--- src/rtl/rv_exc_pkg.sv ---
// Shared exception-unit definitions: cause codes, FSM state encoding and default trap vector.
package rv_exc_pkg;

   localparam int unsigned CAUSE_W     = 4;
   localparam int unsigned FLUSH_CNT_W = 3;

   localparam logic [CAUSE_W-1:0] CAUSE_NONE    = 4'd0;
   localparam logic [CAUSE_W-1:0] CAUSE_ILLEGAL = 4'd2;
   localparam logic [CAUSE_W-1:0] CAUSE_EXT_IRQ = 4'd11;

   localparam logic [31:0] TRAP_VECTOR_DFLT = 32'h0000_0100;

   typedef enum logic [2:0] {
      IDLE     = 3'd0,
      FLUSH    = 3'd1,
      REDIRECT = 3'd2,
      HANDLER  = 3'd3,
      RETURN   = 3'd4,
      HALT     = 3'd5
   } exc_state_t;

endpackage

--- src/rtl/exception_unit_if.sv ---
// EX-stage exception fields in, pipeline control / trap CSRs out.
interface exception_unit_if
   import rv_exc_pkg::*;
#(
   parameter int unsigned XLEN = 32
) ();

   logic               ex_valid;
   logic               ex_opinvalid;
   logic               ex_mret;
   logic [XLEN-1:0]    ex_pc;
   logic [XLEN-1:0]    ex_idata;
   logic               irq;

   logic               irq_ack;
   logic               flush;
   logic               stall;
   logic               pc_redirect;
   logic [XLEN-1:0]    pc_target;
   logic [XLEN-1:0]    epc;
   logic [CAUSE_W-1:0] cause;
   logic [XLEN-1:0]    badinstr;
   logic               in_handler;
   logic               double_fault;

   modport master (
      output ex_valid, ex_opinvalid, ex_mret, ex_pc, ex_idata, irq,
      input  irq_ack, flush, stall, pc_redirect, pc_target, epc, cause,
             badinstr, in_handler, double_fault
   );

   modport slave (
      input  ex_valid, ex_opinvalid, ex_mret, ex_pc, ex_idata, irq,
      output irq_ack, flush, stall, pc_redirect, pc_target, epc, cause,
             badinstr, in_handler, double_fault
   );

endinterface

--- src/rtl/exception_unit.sv ---
// Trap/return sequencer for the EX stage: saves EPC/cause, flushes and stalls the
// pipeline for FLUSH_CYCLES, then redirects fetch to the trap vector or back to EPC.
module exception_unit
   import rv_exc_pkg::*;
#(
   parameter int unsigned     XLEN         = 32,
   parameter logic [XLEN-1:0] TRAP_VECTOR  = XLEN'(TRAP_VECTOR_DFLT),
   parameter int unsigned     FLUSH_CYCLES = 2
) (
   input logic            clk,
   input logic            rst,
   exception_unit_if.slave bus
);

   localparam logic [FLUSH_CNT_W-1:0] FLUSH_LOAD = FLUSH_CNT_W'(FLUSH_CYCLES - 1);

   exc_state_t             state_q, state_d;
   logic [FLUSH_CNT_W-1:0] cnt_q, cnt_d;
   logic [XLEN-1:0]        epc_q, epc_d;
   logic [XLEN-1:0]        badinstr_q, badinstr_d;
   logic [XLEN-1:0]        pc_target_q, pc_target_d;
   logic [CAUSE_W-1:0]     cause_q, cause_d;
   logic                   irq_ack_q, irq_ack_d;
   logic                   flush_q, flush_d;
   logic                   stall_q, stall_d;
   logic                   pc_redirect_q, pc_redirect_d;
   logic                   in_handler_q, in_handler_d;
   logic                   double_fault_q, double_fault_d;
   logic                   exc_c, irq_c, illegal_c, mret_c;

   // mret outside the handler is treated as an illegal instruction.
   assign illegal_c = bus.ex_valid & bus.ex_opinvalid;
   assign mret_c    = bus.ex_valid & bus.ex_mret;
   assign exc_c     = illegal_c | mret_c;
   assign irq_c     = bus.ex_valid & bus.irq & ~bus.ex_opinvalid;

   always_comb begin
      state_d        = state_q;
      cnt_d          = cnt_q;
      epc_d          = epc_q;
      cause_d        = cause_q;
      badinstr_d     = badinstr_q;
      in_handler_d   = in_handler_q;
      double_fault_d = double_fault_q;
      irq_ack_d      = 1'b0;
      flush_d        = 1'b0;
      stall_d        = 1'b0;
      pc_redirect_d  = 1'b0;
      pc_target_d    = '0;
      unique case (state_q)
         IDLE: begin
            if (exc_c) begin
               epc_d      = bus.ex_pc;
               cause_d    = CAUSE_ILLEGAL;
               badinstr_d = bus.ex_idata;
               flush_d    = 1'b1;
               stall_d    = 1'b1;
               cnt_d      = FLUSH_LOAD;
               state_d    = FLUSH;
            end else if (irq_c) begin
               epc_d      = bus.ex_pc;
               cause_d    = CAUSE_EXT_IRQ;
               badinstr_d = '0;
               irq_ack_d  = 1'b1;
               flush_d    = 1'b1;
               stall_d    = 1'b1;
               cnt_d      = FLUSH_LOAD;
               state_d    = FLUSH;
            end
         end
         FLUSH: begin
            flush_d = 1'b1;
            if (cnt_q == '0) begin
               pc_redirect_d = 1'b1;
               pc_target_d   = TRAP_VECTOR;
               state_d       = REDIRECT;
            end else begin
               stall_d = 1'b1;
               cnt_d   = cnt_q - FLUSH_CNT_W'(1);
            end
         end
         REDIRECT: begin
            in_handler_d = 1'b1;
            state_d      = HANDLER;
         end
         HANDLER: begin
            // irq deliberately not sampled here: no nested traps.
            if (illegal_c) begin
               double_fault_d = 1'b1;
               flush_d        = 1'b1;
               stall_d        = 1'b1;
               state_d        = HALT;
            end else if (mret_c) begin
               pc_redirect_d = 1'b1;
               pc_target_d   = epc_q;
               flush_d       = 1'b1;
               state_d       = RETURN;
            end
         end
         RETURN: begin
            in_handler_d = 1'b0;
            cause_d      = CAUSE_NONE;
            state_d      = IDLE;
         end
         HALT: begin
            flush_d = 1'b1;
            stall_d = 1'b1;
         end
         default: state_d = IDLE;
      endcase
   end

   always_ff @(posedge clk or posedge rst) begin
      if (rst) begin
         state_q        <= IDLE;
         cnt_q          <= '0;
         epc_q          <= '0;
         cause_q        <= '0;
         badinstr_q     <= '0;
         in_handler_q   <= 1'b0;
         double_fault_q <= 1'b0;
         irq_ack_q      <= 1'b0;
         flush_q        <= 1'b0;
         stall_q        <= 1'b0;
         pc_redirect_q  <= 1'b0;
         pc_target_q    <= '0;
      end else begin
         state_q        <= state_d;
         cnt_q          <= cnt_d;
         epc_q          <= epc_d;
         cause_q        <= cause_d;
         badinstr_q     <= badinstr_d;
         in_handler_q   <= in_handler_d;
         double_fault_q <= double_fault_d;
         irq_ack_q      <= irq_ack_d;
         flush_q        <= flush_d;
         stall_q        <= stall_d;
         pc_redirect_q  <= pc_redirect_d;
         pc_target_q    <= pc_target_d;
      end
   end

   assign bus.irq_ack      = irq_ack_q;
   assign bus.flush        = flush_q;
   assign bus.stall        = stall_q;
   assign bus.pc_redirect  = pc_redirect_q;
   assign bus.pc_target    = pc_target_q;
   assign bus.epc          = epc_q;
   assign bus.cause        = cause_q;
   assign bus.badinstr     = badinstr_q;
   assign bus.in_handler   = in_handler_q;
   assign bus.double_fault = double_fault_q;

endmodule

--- src/flat_wrapper.sv ---
// flat-port wrapper written by rule: the top's interface ports become plain ports
module exception_unit_flat import rv_exc_pkg::*;
#(
   parameter int unsigned     XLEN         = 32,
   parameter logic [XLEN-1:0] TRAP_VECTOR  = XLEN'(TRAP_VECTOR_DFLT),
   parameter int unsigned     FLUSH_CYCLES = 2
)
  (clk, rst, bus_ex_valid, bus_ex_opinvalid, bus_ex_mret, bus_ex_pc, bus_ex_idata, bus_irq, bus_irq_ack, bus_flush, bus_stall, bus_pc_redirect, bus_pc_target, bus_epc, bus_cause, bus_badinstr, bus_in_handler, bus_double_fault);
  exception_unit_if #(.XLEN(XLEN)) bus_i ();
  input logic clk;
  input logic rst;
  input wire logic [$bits(bus_i.ex_valid)-1:0] bus_ex_valid;
  input wire logic [$bits(bus_i.ex_opinvalid)-1:0] bus_ex_opinvalid;
  input wire logic [$bits(bus_i.ex_mret)-1:0] bus_ex_mret;
  input wire logic [$bits(bus_i.ex_pc)-1:0] bus_ex_pc;
  input wire logic [$bits(bus_i.ex_idata)-1:0] bus_ex_idata;
  input wire logic [$bits(bus_i.irq)-1:0] bus_irq;
  output wire logic [$bits(bus_i.irq_ack)-1:0] bus_irq_ack;
  output wire logic [$bits(bus_i.flush)-1:0] bus_flush;
  output wire logic [$bits(bus_i.stall)-1:0] bus_stall;
  output wire logic [$bits(bus_i.pc_redirect)-1:0] bus_pc_redirect;
  output wire logic [$bits(bus_i.pc_target)-1:0] bus_pc_target;
  output wire logic [$bits(bus_i.epc)-1:0] bus_epc;
  output wire logic [$bits(bus_i.cause)-1:0] bus_cause;
  output wire logic [$bits(bus_i.badinstr)-1:0] bus_badinstr;
  output wire logic [$bits(bus_i.in_handler)-1:0] bus_in_handler;
  output wire logic [$bits(bus_i.double_fault)-1:0] bus_double_fault;
  assign bus_i.ex_valid = bus_ex_valid;
  assign bus_i.ex_opinvalid = bus_ex_opinvalid;
  assign bus_i.ex_mret = bus_ex_mret;
  assign bus_i.ex_pc = bus_ex_pc;
  assign bus_i.ex_idata = bus_ex_idata;
  assign bus_i.irq = bus_irq;
  assign bus_irq_ack = bus_i.irq_ack;
  assign bus_flush = bus_i.flush;
  assign bus_stall = bus_i.stall;
  assign bus_pc_redirect = bus_i.pc_redirect;
  assign bus_pc_target = bus_i.pc_target;
  assign bus_epc = bus_i.epc;
  assign bus_cause = bus_i.cause;
  assign bus_badinstr = bus_i.badinstr;
  assign bus_in_handler = bus_i.in_handler;
  assign bus_double_fault = bus_i.double_fault;
  exception_unit #(.XLEN(XLEN), .TRAP_VECTOR(TRAP_VECTOR), .FLUSH_CYCLES(FLUSH_CYCLES)) u_core (.clk(clk), .rst(rst), .bus(bus_i));
endmodule
--- config.mk ---
export PLATFORM = sky130hd
export DESIGN_NAME = exception_unit_flat
export DESIGN_NICKNAME = d
export VERILOG_FILES = /design/src/rtl/rv_exc_pkg.sv /design/src/rtl/exception_unit_if.sv /design/src/rtl/exception_unit.sv /design/src/flat_wrapper.sv
export SDC_FILE = /design/constraint.sdc
export NUM_CORES = 1
export LEC_CHECK = 0
export ABC_AREA = 0
export CORE_MARGIN = 2
export CORE_UTILIZATION = 45
export DETAILED_ROUTE_END_ITERATION = 8
export PLACE_DENSITY_LB_ADDON = 0.1
export SYNTH_ARGS = -nofsm -noshare
export SYNTH_HDL_FRONTEND = slang
export SYNTH_SLANG_ARGS = --single-unit
--- constraint.sdc ---
create_clock -name clk -period 10.71 [get_ports clk]
set_input_delay 2.6775 -clock clk [delete_from_list [all_inputs] [get_ports clk]]
set_output_delay 2.6775 -clock clk [all_outputs]
set_load 0.01 [all_outputs]
==> metrics.txt, run 1 <==
outcome complete, no violations; Avg Inst Size Synth approximately 14 µm²; CTS Buffer Depth 2; M3 GR Usage between 5 and 6%; # IOs between 150 and 200; highest clock rate roughly 0.22 GHz; Post-CTS Setup Inserts 0; Syn Inst Count around 280; crit path time final between 4000 and 5000 ps; worst slew pin tran around 1100 ps; total negative slack 0 ps; DR vias/cell around 5; worst-skew pair later-pin latency between 300 and 400 ps; total global routing overflow 0; RSZ-0062 raised after global routing false; Final Util 69.66%; met2 usage between 30% and 40%; Clock Sinks 110; CTS tree built; fin nets about 520; initial antenna violation count 0; clk_skew between 10 and 15 ps; Worst Hold Class register to register; Fill cells between 600 and 700; Tcrit/Tclk final around 43%; number of global-route vias before repair ~2.9k; Slowest cell on crit path o21a_1; Area Growth Syn to Fin 50.03%; fin. max-slew vios 0; Die Wd a little under 100 µm; crit-path cells clkdlybuf4s50_1 > nor4b_4 > o21a_1 > a22o_1; Final ANT Viol Nets 0; Post-synth EDFFs 0; Yosys warning total 0; Final Instance Area slightly above 6000 µm²; P_leak between 2 and 3 nW; root buffer cell clkbuf_8; Seq cells post-synth 110; critical path peak fanout 32; multi-input gate area in the final layout roughly 1200 µm²; antenna diode count 0; cts hold-fix bufs 0; DRC Markers 0; num rows 34; grt peak-use layer met2; MaxCap Viol Count 0; Critical R2R Launch u_core.state_q[0]; HP Start u_core.cnt_q[0]; fraction of layout cells with a size suffix above 1 about an eighth; final worst-path setup slack 6153 ps; Hold Path Stages 1; Async SR Flop Fraction 100.0%; register area between 2000 and 3000 µm²; 1st-iter DRT viols 84; register area share after synthesis approximately two thirds; initial core utilization approximately 46%; dpl hpwl 6398 µm; post-CTS sizing 0; crit end category register; IO Port Bufs about 170; Routability Congestion ~0.8; CP max stage delay roughly 920 ps; drt first pass iters 4; Post-Place Setup Slack a little under 6000 ps; FF-to-FF path depth 3; FF-to-FF End u_core.bus.badinstr[9]; Clk pin slew, worst setup/hold paths roughly 90 ps; syn_nets 353; worst hold slack approximately 500 ps; Hold Fails Final Rpt 0; routed len/inst roughly 17 µm; Rel. slew slack ~27%; via count about 2.9k; Syn Std Cell Area 4069 µm²; Synth top area share approximately 68%; core area a little under 9000 µm²; CTS Buf Count 9; gr usage total a little under 20%; Setup violations, final 0; met1 Track Usage GR 25.49%; Synth area leaders dfrtp_1 68%, mux2_2 7.2%, a22o_1 6.9%; commonest cells in the netlist 110 x dfrtp_1, 32 x a22o_1, 31 x and2_1; first-pass GRT wire length about 15000 µm; CTS H-tree depth 3; most frequent cell after synthesis dfrtp_1; critical path required time about 11000 ps; pwr dens between 200 and 300 nW/µm²; Peak VDD IR about 0.15 mV; dominant synthesized flop cell dfrtp_1; Netlist cell types 38; CP startpoint kind primary input; die footprint about 9800 µm²; Worst Path Arrival approximately 4800 ps; Placed Area ~6000 µm²; Vert. Die Dim just under 100 µm; area leader, netlist dfrtp_1; Crit Path Category primary input to register; R2R Setup Slk between 8000 and 9000 ps; total length of routed wires 9315 µm; Hold EP u_core.cnt_q[0]; largest net degree at the start of global routing 67
[report_power, final]
part | switching, mW | internal (mW) | total [mW]
Sequential | 0.108 | 0.559 | 0.667
Clock | 0.131 | 0.122 | 0.253
Combinational | 0.242 | 0.397 | 0.639
Total | 0.481 | 1.08 | 1.56
[cell type report]
| type | count | area share, % |
|---|---|---|
| well taps | 108 | 2.214 |
| clock buffers | 12 | 2.542 |
| multi-input cells | 143 | 19.78 |
| repair buffers | 177 | 28.90 |
| inverters | 9 | 0.5944 |
| clock inverters | 4 | 0.8813 |
| flip-flops and latches | 110 | 45.09 |
[per-stage QoR]
stage / total power, mW / instances
after global routing: 1.654 / 563
final: 1.559 / 563
after CTS: 1.581 / 563
after detailed placement: 1.322 / 547
after global placement: 1.300 / 547
after floorplan: 0.9595 / 281
[worst max-delay path, delay by kind of cell]
family                 cells  cell delay [ps]
buffers and inverters      1              610
and+or+nand+nor            1              360
AOI/OAI and AO/OA          2             1170
[worst max path at each step]
stage                                    endpoint  slack (ps)  cells past startpoint    startpoint
final                      u_core.bus.badinstr[9]        6150                      4  bus_ex_valid
after global routing      u_core.bus.badinstr[16]        6050                      4  bus_ex_valid
after CTS                  u_core.bus.badinstr[9]        6180                      4  bus_ex_valid
after detailed placement   u_core.bus.badinstr[9]        5790                      4  bus_ex_valid
after global placement    u_core.bus.badinstr[23]        5900                      4  bus_ex_valid
after floorplan            u_core.bus.badinstr[0]        5130                      1           rst
[state kept, by name, summed over array words and instances (netlist names)]
name,count
u_core.bus.badinstr,32
u_core.bus.epc,32
u_core.bus.pc_target,32
u_core.cnt_q,3
u_core.state_q,3
u_core.bus.cause,2
u_core.bus.double_fault,1
u_core.bus.flush,1
u_core.bus.in_handler,1
u_core.bus.irq_ack,1
u_core.bus.pc_redirect,1
u_core.bus.stall,1
[cells by family (layout without fill, tap and decap cells)]
family / count (synthesis) / in the layout / share of synthesized area (%)
AOI/OAI and AO/OA: 56 / 56 / 11.01
adders and majority gates: 2 / 2 / 0.6149
buffers and inverters: 28 / 202 / 3.136
DFF: 110 / 110 / 67.65
muxes: 32 / 32 / 9.410
other: 1 / 1 / 0.09216
and+or+nand+nor: 52 / 52 / 8.087
[cells in the final DEF, fill, tap and decap left out, types with 3 or more instances in the layout]
cell type	netlist	routed
a21oi_1	3	3
a22o_1	32	32
and2_1	31	31
buf_4	2	3
clkbuf_8	0	11
clkdlybuf4s50_1	0	174
dfrtp_1	110	110
inv_1	9	8
mux2_2	26	26
mux2_4	6	6
nand2_1	4	4
nor2_1	5	5
nor4_1	3	3
o21ai_0	6	6
[layer usage]
metal / part of all wire (%) / vias up / wire, µm
li1: - / 1319 / -
met1: 43 / 1402 / 3959
met2: 47 / 120 / 4414
met3: 8.5 / 12 / 789
met4: 1.6 / 0 / 152
met5: 0 / - / 0
(Power assumes the default switching activity.)
==> run 2, diff against run 1 <==
- CORE_UTILIZATION: 45 -> 42
- clock period: 10.71 -> 4.4 ns (I/O delays scaled with it)
==> metrics.txt, run 2 (same netlist as run 1, synthesis figures left out) <==
Tcrit/Tclk final between 60% and 70%; DRC Markers 0; Pwr Total between 3 and 4 mW; Post-CTS Setup Inserts 0; post-CTS sizing 0; IO Port Bufs between 150 and 200; multi-input gate area in the final layout between 1000 and 1500 µm²; Slowest cell on crit path nor3b_2; crit end category register; drt first pass iters 4; Routability Congestion between 0.8 and 0.9; worst slew pin tran approximately 700 ps; crit path time final between 2000 and 3000 ps; dpl hpwl around 6500 µm; Critical R2R Launch u_core.state_q[0]; CTS Buffer Depth 2; RSZ-0062 raised after global routing false; worst-skew pair later-pin latency 360 ps; largest net degree at the start of global routing 57; CP startpoint kind primary input; DR vias/cell 4.828; MaxCap Viol Count 0; CTS Buf Count 9; gr usage total around 18%; die footprint between 10000 and 15000 µm²; CP max stage delay between 600 and 700 ps; CTS tree built; total global routing overflow 0; outcome complete, no violations; FF-to-FF End u_core.bus.pc_target[16]; fin. max-slew vios 0; commonest cells after routing, fill and taps aside 174 x clkdlybuf4s50_1, 110 x dfrtp_1, 32 x a22o_1; CTS H-tree depth 3; fin nets approximately 520; Hold Fails Final Rpt 0; Clock Sinks 110; Area Growth Syn to Fin 51.54%; Worst Path Buf+Inv 2; Hold Path Stages 1; Clk pin slew, worst setup/hold paths approximately 100 ps; Worst Path Arrival around 3000 ps; root buffer cell clkbuf_8; initial antenna violation count 0; num rows 35; total length of routed wires 9239 µm; Die Wd about 100 µm; Peak VDD IR between 0.2 and 0.3 mV; clk_skew about 13 ps; core area 9328 µm²; Final ANT Viol Nets 0; routed len/inst ~16 µm; pwr dens just over 600 nW/µm²; # IOs 176; highest clock rate roughly 0.37 GHz; number of global-route vias before repair 2852; register area around 2800 µm²; Fill cells 742; via count approximately 2.8k; first-pass GRT wire length between 10000 and 15000 µm; Hold EP u_core.bus.double_fault; critical path required time between 4000 and 5000 ps; critical path peak fanout 21; 1st-iter DRT viols ~180; R2R Setup Slk 2320 ps; crit-path cells clkdlybuf4s50_1 > nand4b_1 > nor3b_2 > buf_4 > and2_1; initial core utilization a little over two fifths; commonest non-fill, non-tap cell in the layout clkdlybuf4s50_1; antenna diode count 0; Vert. Die Dim a little over 100 µm; Worst path top cell family by delay simple AND/OR/NAND/NOR gates; P_leak roughly 2.7 nW; total negative slack 0 ps; fraction of layout cells with a size suffix above 1 approximately an eighth; Rel. slew slack 54.39%; cts hold-fix bufs 0; Crit Path Category primary input to register; Setup violations, final 0; HP Start u_core.bus.double_fault; FF-to-FF path depth 4; Worst Hold Class register to register
-- run 2: layout make-up --
class	count	share of cell area [%]
flip-flops and latches	110	44.64
repair buffers	179	29.06
multi-input cells	143	19.58
well taps	129	2.618
clock buffers	11	2.455
clock inverters	5	1.055
inverters	9	0.5885
-- run 2: layer usage --
layer | part of all wire, % | vias up | routed length (µm) | global-route usage, %
met5 | 0 | - | 0 | 0
met4 | 1.0 | 0 | 97 | 6.256
met3 | 8.3 | 9 | 771 | 6.293
met2 | 46 | 134 | 4270 | 27.65
met1 | 44 | 1364 | 4100 | 23.81
li1 | - | 1322 | - | -
-- run 2: how the worst max path moves through the flow --
| stage | from | to | slack, ps | cells past startpoint |
|---|---|---|---|---|
| 2_1_floorplan | rst | u_core.bus.badinstr[0] | 400 | 1 |
| 3_3_place_gp | bus_ex_valid | u_core.bus.pc_target[25] | 1350 | 5 |
| 3_5_place_dp | bus_ex_valid | u_core.bus.pc_target[24] | 1290 | 5 |
| 4_1_cts | bus_ex_valid | u_core.bus.pc_target[7] | 1680 | 5 |
| 5_1_grt | bus_ex_valid | u_core.bus.pc_target[6] | 1470 | 5 |
| 6_report | bus_ex_valid | u_core.bus.pc_target[16] | 1660 | 5 |
-- run 2: stage by stage --
step                hold WS, ps  utilization, %  cells  area [µm²]  setup slack (ps)
floorplan                 456.1               -    281        4069             397.7
global placement          471.0           63.78    570        5949              1348
detailed placement        478.1           63.78    570        5949              1292
CTS                       500.1           66.10    586        6166              1676
global route              516.0           66.10    586        6166              1471
finish                    491.8           66.10    586        6166              1662
-- run 2: power by group --
group	internal [mW]	switching (mW)
Sequential	1.36	0.257
Combinational	0.969	0.587
Clock	0.300	0.338
Total	2.63	1.18
==> run 3, diff against run 2 <==
- clock period: 4.4 -> 2.8 ns (I/O delays scaled with it)
==> metrics.txt, run 3 (same netlist as run 1, synthesis figures left out) <==
largest net degree at the start of global routing between 100 and 150; Vert. Die Dim just over 100 µm; drt first pass iters 4; CTS Buffer Depth 2; worst-skew pair later-pin latency roughly 360 ps; fin. max-slew vios 0; Hold Fails Final Rpt 0; critical path peak fanout 40; Slowest cell on crit path clkdlybuf4s50_1; Routability Congestion 0.8812; initial antenna violation count 0; highest clock rate 0.4695 GHz; pwr dens about 950 nW/µm²; total negative slack 0 ps; DRC Markers 0; Post-CTS Setup Inserts 0; 1st-iter DRT viols 115; Fill cells about 740; cts hold-fix bufs 0; Pwr Total ~6 mW; number of global-route vias before repair around 2.8k; antenna diode count 0; die footprint approximately 10000 µm²; worst slew pin tran roughly 600 ps; Worst Path Arrival 2380 ps; CP max stage delay a little over 600 ps; critical path required time slightly above 3000 ps; commonest cells after routing, fill and taps aside 174 x clkdlybuf4s50_1, 110 x dfrtp_1, 32 x a22o_1; Worst path top cell family by delay buffers and inverters; initial core utilization around 44%; Worst Path Buf+Inv 2; Tcrit/Tclk final about three quarters; root buffer cell clkbuf_8; crit end category register; crit-path cells clkdlybuf4s50_1 > nor4b_4 > o31ai_4 > buf_12 > mux2_4; Area Growth Syn to Fin 51.11%; Crit Path Category primary input to register; CP startpoint kind primary input; RSZ-0062 raised after global routing false; crit path time final between 2000 and 2500 ps; MaxCap Viol Count 0; fin nets approximately 520; gr usage total between 10% and 20%; met2 usage 27.75%; routed len/inst ~16 µm; commonest non-fill, non-tap cell in the layout clkdlybuf4s50_1; CTS Buf Count 9; M3 GR Usage ~5%; # IOs 176; Die Wd between 100 and 150 µm; Rel. slew slack between 60% and 70%; register area between 2000 and 3000 µm²; via count 2804; grt peak-use layer met2; Worst Hold Class register to register; clk_skew approximately 13 ps; dpl hpwl between 6000 and 7000 µm; core area just over 9000 µm²; Final ANT Viol Nets 0; Setup violations, final 0; total global routing overflow 0; fraction of layout cells with a size suffix above 1 12.72%; DR vias/cell about 4.8; CTS H-tree depth 3; IO Port Bufs 174; met1 Track Usage GR between 20% and 30%; Clock Sinks 110; first-pass GRT wire length approximately 14000 µm; Clk pin slew, worst setup/hold paths 100 ps; P_leak ~2.7 nW; num rows 35; Peak VDD IR approximately 0.54 mV; CTS tree built; multi-input gate area in the final layout ~1200 µm²; post-CTS sizing 0; outcome complete, no violations; total length of routed wires slightly above 9000 µm
[run 3: cell count changes in the layout (fill, tap and decap cells not counted), sizes merged]
| cell | delta |
|---|---|
| clkinvlp | +3 |
| bufinv | -1 |
| inv | -1 |
| clkbuf | -2 |
[run 3: area by class of cell]
cell class	instances	share of cell area, %
Sequential cell	110	44.77
Timing Repair Buffer	179	29.55
Multi-Input combinational cell	143	19.64
Tap cell	129	2.625
Clock buffer	9	2.015
Clock inverter	6	0.7937
Inverter	9	0.6105
[run 3: worst paths after layout]
path / slack [ps] / cells after the start / start / to
setup / recovery: 670 / 5 / bus_ex_valid / u_core.bus.epc[1]
hold / removal: 490 / 1 / u_core.bus.double_fault / u_core.bus.double_fault
setup reg to reg: 970 / 6 / u_core.cnt_q[0] / u_core.cnt_q[0]
hold reg to reg: 490 / 1 / u_core.bus.double_fault / u_core.bus.double_fault
max in group asynchronous: 1510 / 3 / rst / u_core.bus.epc[16]
min in group asynchronous: 820 / 3 / rst / u_core.bus.badinstr[2]
[run 3: stage by stage]
step | std cells | utilization [%] | hold WS [ps] | setup slack (ps) | instance area, µm²
floorplan | 281 | - | 456.1 | 770.5 | 4073
global placement | 570 | 64.06 | 470.7 | 370.9 | 5976
detailed placement | 570 | 64.06 | 473.9 | 309.9 | 5976
CTS | 585 | 65.92 | 500.8 | 699.8 | 6148
global route | 585 | 65.92 | 511.8 | 618.9 | 6148
finish | 585 | 65.92 | 492.8 | 670.0 | 6148
[run 3: report_power, final]
part / total [mW] / internal [mW] / switching (mW)
clock: 0.845 / 0.327 / 0.518
combinational: 2.47 / 1.54 / 0.924
sequential: 2.55 / 2.14 / 0.406
total: 5.86 / 4.01 / 1.85
[run 3: layer usage]
metal  routed length, µm  share of wire, %
met2                4395                48
met4                 120               1.3
met5                   0                 0
met1                4026                44
met3                 694               7.5
